$ cat config.mk
export PLATFORM = sky130hd
export DESIGN_NAME = register_file
export DESIGN_NICKNAME = d
export VERILOG_FILES = /design/src/rtl/register_file_pkg.sv /design/src/rtl/register_file_ctrl.sv /design/src/rtl/register_file.sv
export SDC_FILE = /design/constraint.sdc
export NUM_CORES = 2
export LEC_CHECK = 0
export BUFFER_PORTS_ARGS = -buffer_cell sky130_fd_sc_hd__buf_2
export CORE_MARGIN = 2
export CORE_UTILIZATION = 60
export DETAILED_ROUTE_END_ITERATION = 10
export HOLD_SLACK_MARGIN = 0.05
export PLACE_DENSITY = 0.83
export RECOVER_POWER = 50
export SYNTH_ARGS = -nofsm -noshare
export SYNTH_HDL_FRONTEND = slang
export SYNTH_SLANG_ARGS = --single-unit
$ cat constraint.sdc
create_clock -name clk -period 2.6 [get_ports clk]
set_clock_uncertainty 0.1 [all_clocks]
set_input_delay 0.52 -clock clk [delete_from_list [all_inputs] [get_ports clk]]
set_output_delay 0.52 -clock clk [all_outputs]
set_load 0.02 [all_outputs]
$ cat src/rtl/register_file_pkg.sv
// Shared sizing defaults and control FSM encoding for the register file.
package register_file_pkg;

    localparam int DATA_W_DEF = 32;
    localparam int ADDR_W_DEF = 5;
    localparam int NUM_RD     = 2;

    typedef enum logic [1:0] {
        IDLE    = 2'd0,
        WRITING = 2'd1,
        DONE    = 2'd2
    } rf_state_t;

endpackage

$ cat src/rtl/register_file_ctrl.sv
// Write-burst tracker: raises register_done for one cycle after each burst ends.
module register_file_ctrl
    import register_file_pkg::*;
(
    input  logic      clk,
    input  logic      rst_n,
    input  logic      en,
    input  logic      reg_write,
    output rf_state_t state,
    output logic      register_done
);

    // Disabling the block drops any burst in progress silently.
    always_ff @(posedge clk or negedge rst_n) begin
        if (!rst_n) begin
            state         <= IDLE;
            register_done <= 1'b0;
        end else if (!en) begin
            state         <= IDLE;
            register_done <= 1'b0;
        end else begin
            register_done <= 1'b0;
            case (state)
                IDLE: begin
                    if (reg_write) state <= WRITING;
                end
                WRITING: begin
                    if (!reg_write) begin
                        state         <= DONE;
                        register_done <= 1'b1;
                    end
                end
                DONE: begin
                    state <= reg_write ? WRITING : IDLE;
                end
                default: state <= IDLE;
            endcase
        end
    end

endmodule

$ cat src/rtl/register_file.sv
// 2-read/1-write register file, r0 hardwired to zero, registered write-first reads.
module register_file
    import register_file_pkg::*;
#(
    parameter int DATA_W = DATA_W_DEF,
    parameter int ADDR_W = ADDR_W_DEF
) (
    input  logic              clk,
    input  logic              rst_n,
    input  logic              en,
    input  logic              reg_write,
    input  logic [ADDR_W-1:0] read_reg1,
    input  logic [ADDR_W-1:0] read_reg2,
    input  logic [ADDR_W-1:0] write_reg,
    input  logic [DATA_W-1:0] write_data,
    output logic [DATA_W-1:0] read_data1,
    output logic [DATA_W-1:0] read_data2,
    output logic              register_done
);

    localparam int NREGS = 2 ** ADDR_W;

    logic [DATA_W-1:0]                regs [NREGS];
    logic                             wr_hit;
    logic [NUM_RD-1:0][ADDR_W-1:0]    rd_addr;
    logic [NUM_RD-1:0][DATA_W-1:0]    rd_q;
    rf_state_t                        state;

    assign wr_hit     = en && reg_write && (write_reg != '0);
    assign rd_addr[0] = read_reg1;
    assign rd_addr[1] = read_reg2;
    assign read_data1 = rd_q[0];
    assign read_data2 = rd_q[1];

    // regs[0] only ever holds its reset value.
    always_ff @(posedge clk or negedge rst_n) begin
        if (!rst_n) begin
            for (int i = 0; i < NREGS; i++) regs[i] <= '0;
        end else if (wr_hit) begin
            for (int i = 1; i < NREGS; i++)
                if (write_reg == ADDR_W'(i)) regs[i] <= write_data;
        end
    end

    for (genvar p = 0; p < NUM_RD; p++) begin : g_rd
        always_ff @(posedge clk or negedge rst_n) begin
            if (!rst_n) begin
                rd_q[p] <= '0;
            end else if (en) begin
                if (rd_addr[p] == '0)
                    rd_q[p] <= '0;
                else if (wr_hit && (write_reg == rd_addr[p]))
                    rd_q[p] <= write_data;
                else
                    rd_q[p] <= regs[rd_addr[p]];
            end
        end
    end

    register_file_ctrl u_ctrl (
        .clk           (clk),
        .rst_n         (rst_n),
        .en            (en),
        .reg_write     (reg_write),
        .state         (state),
        .register_done (register_done)
    );

endmodule

==> results.sh <==
export IMPL_netlist_area_leader_share=0.473
export IMPL_synth_edf_count=0
export IMPL_htree_levels=3
export IMPL_cts_root_buf="clkbuf_16"
export IMPL_timing_worst_setup_path_type="in -> reg"
export IMPL_drc=0
export IMPL_crit_path_top_delay_cell="dlygate4sd3_1"
export IMPL_setup_tns_ns=-0.0108
export IMPL_dr_pass1_iters=6
export IMPL_maxCapViolCount=1
export IMPL_p_leak_nw=29.0
export IMPL_grt_pass1_wl_um=280000
export IMPL_yosysSeqAreaShare=0.473
export IMPL_setup_ws_ns=-0.00837
export IMPL_insertion_delay_ns=0.72
export IMPL_required_ns=3.07
export IMPL_drive_gt1_frac=0.504
export IMPL_worst_slew_pin_slew_ns=1.74
export IMPL_vias=40648
export IMPL_critical_path_buf_inv_count=4
export IMPL_cp_top_family="buffers and inverters"
export IMPL_max_freq_mhz=383
export IMPL_total_power_mw=45.5
export IMPL_final_nets=4117
export IMPL_io_pins=116
export IMPL_finalCritPeriodShare=1.00
export IMPL_cts_sinks=1059
export IMPL_drt_initial_drc_count=5874
export IMPL_yosysUniqueCellTypes=57
export IMPL_postCtsSetupBuffers=0
export IMPL_initial_core_util=0.603
export IMPL_synthTopCellsByArea="dfrtp_1 (47%), mux2_2 (19%), mux4_2 (18%)"
export IMPL_ys_seq_elements=1059
export IMPL_endpoint_kind="flip-flop"
export IMPL_grt_pass1_vias=42124
export IMPL_grt_max_degree=77
export IMPL_multiInputGateArea_mm2=0.0279
export IMPL_path_max_fanout=11
export IMPL_period_minus_slack_ns=2.61
export IMPL_yosys_area_top_type="dfrtp_1"
export IMPL_yosysMostFrequentCell="dfrtp_1"
export IMPL_synth_top_cells_by_count="dfrtp_1 (1059), mux2_2 (957), mux4_2 (447)"
export IMPL_die_w_um=310
export IMPL_core_area_mm2=0.0929
export IMPL_postSynthCellCount=3867
export IMPL_hold_viol=0
export IMPL_post_drt_via_cell_ratio=7.50
export IMPL_wl_per_cell_um=34.8
export IMPL_violations="max-capacitance violations, max-slew violations, negative setup slack"
export IMPL_slowest_delay_ns=0.67
export IMPL_cts_made_buffers=108
export IMPL_fp_row_count=112
export IMPL_cts_clk_slew_worst_paths_ns=0.06
export IMPL_hpwl_um=120000
export IMPL_portBuffers=115
export IMPL_antenna_found_initial=21
export IMPL_setup_viol=2
export IMPL_antenna_left=0
export IMPL_wl_um=189000
export IMPL_dieArea_mm2=0.0959
export IMPL_slew_violations=43
export IMPL_area_growth_synth_to_final_pct=15.2
export IMPL_fillers=5845
export IMPL_place_congestion=0.928
export IMPL_synth_warnings=32
export IMPL_relSlewSlack=-0.162
export IMPL_cp_common_cell="nand2_1"
export IMPL_synthFlopType="dfrtp_1"
export IMPL_path_cells="dlygate4sd3_1 > buf_2 > nand2_1 > buf_4 > nor2_2 > a31oi_2 > buf_12 > a32oi_1 > nand2_1"
export IMPL_ff_latch_area_mm2=0.0265
export IMPL_async_flop_share=1.00
export IMPL_synth_nets=3918
export IMPL_synth_area_mm2=0.0561
export IMPL_clockBufferDepth=3
export IMPL_grt_overflow_total=0
export IMPL_worstHoldPathType="in -> reg"
export IMPL_rsz0062_at_grt="no"
export IMPL_cp_start_kind="input pin"
export IMPL_die_h_um=310
export IMPL_grt_util_all_layers=0.401
export IMPL_cts_tree="built"
export IMPL_status="finished, violations left"
export IMPL_syn_avg_cell_area_um2=14.5
export IMPL_vdd_ir_drop_max_mv=0.783
export IMPL_pre_cts_ws_ns=-0.221
export IMPL_cp_data_arrival_time_ns=3.08
export IMPL_powerDensity_mw_per_mm2=705
==> per-layer routing <==
layer / track usage / up-vias / wire [um]
met5: 0 / - / 143
met4: 0.259 / 22 / 14400
met3: 0.149 / 934 / 27100
met2: 0.580 / 3409 / 82400
met1: 0.511 / 20951 / 64600
li1: - / 15332 / -
==> cell families after synthesis <==
logic type             share of synthesized area
buffers and inverters                     0.0349
AO/OA/AOI/OAI                             0.0534
AND/OR/NAND/NOR                           0.0343
XOR/XNOR                                 0.00125
multiplexers                               0.404
flip-flops                                 0.473
==> timing repair <==
action / CTS / global route
endpoints found under the setup margin: 0 / 1
gates resized for setup: 0 / 1
hold buffers: 2 / 0
endpoints found under the hold margin: 30 / 0
==> metrics by stage <==
step	cell area [um^2]	utilization	std cells	hold WS, ns
floorplan	56100	-	3867	0.124
global placement	61100	0.658	5208	0.341
detailed placement	61100	0.658	5208	0.347
CTS	65000	0.700	5407	0.0987
global route	64600	0.695	5410	0.110
finish	64600	0.696	5419	0.129
==> path summary, 6_finish.rpt <==
path / cells past startpoint / slack (ns) / to / start
min reg2reg: 1 / 0.39 / u_ctrl.state[1]$_DFFE_PN0P_ / u_ctrl.state[1]$_DFFE_PN0P_
min: 2 / 0.13 / regs[602]$_DFFE_PN0P_ / write_data[26]
min in group asynchronous: 2 / 0.72 / regs[936]$_DFFE_PN0P_ / rst_n
max in group asynchronous: 4 / 0.22 / regs[663]$_DFFE_PN0P_ / rst_n
max: 9 / -0.008 / read_data1[17]$_DFFE_PN0P_ / reg_write
max reg2reg: 4 / 0.46 / read_data1[17]$_DFFE_PN0P_ / regs[17]$_DFFE_PN0P_
==> cell type report <==
| class | count | share of cell area |
|---|---|---|
| Inverter | 13 | 0.000755 |
| Tap cell | 1254 | 0.0243 |
| Antenna cell | 12 | 0.000465 |
| Multi-Input combinational cell | 2395 | 0.432 |
| Clock buffer | 147 | 0.0483 |
| Clock inverter | 50 | 0.0109 |
| Timing Repair Buffer | 489 | 0.0736 |
| Sequential cell | 1059 | 0.410 |
==> report_power, final <==
part	switching (mW)	internal, mW
clock network	6.89	9.98
registers	1.99	18.7
logic	3.60	4.40
total	12.5	33.1
==> layout by cell type (no fill, tap or decap), drive strengths merged, types with 22 or more instances in the layout <==
cell    instances
dfrtp        1059
mux2         1017
mux4          447
buf           427
clkbuf        207
nand2         171
mux2i         111
o21ai          75
nor2b          74
a22oi          70
nor2           63
o22ai          36
a21oi          29
o311ai         28
a222oi         26
clkinv         26
a22o           22
==> sequential cells by signal (all words and copies together) (netlist names) <==
signal and flops:
u_ctrl.register_done 1, read_data1 32, u_ctrl.state 2, regs 992, read_data2 32
No activity file was read; power rests on OpenSTA's default activity.
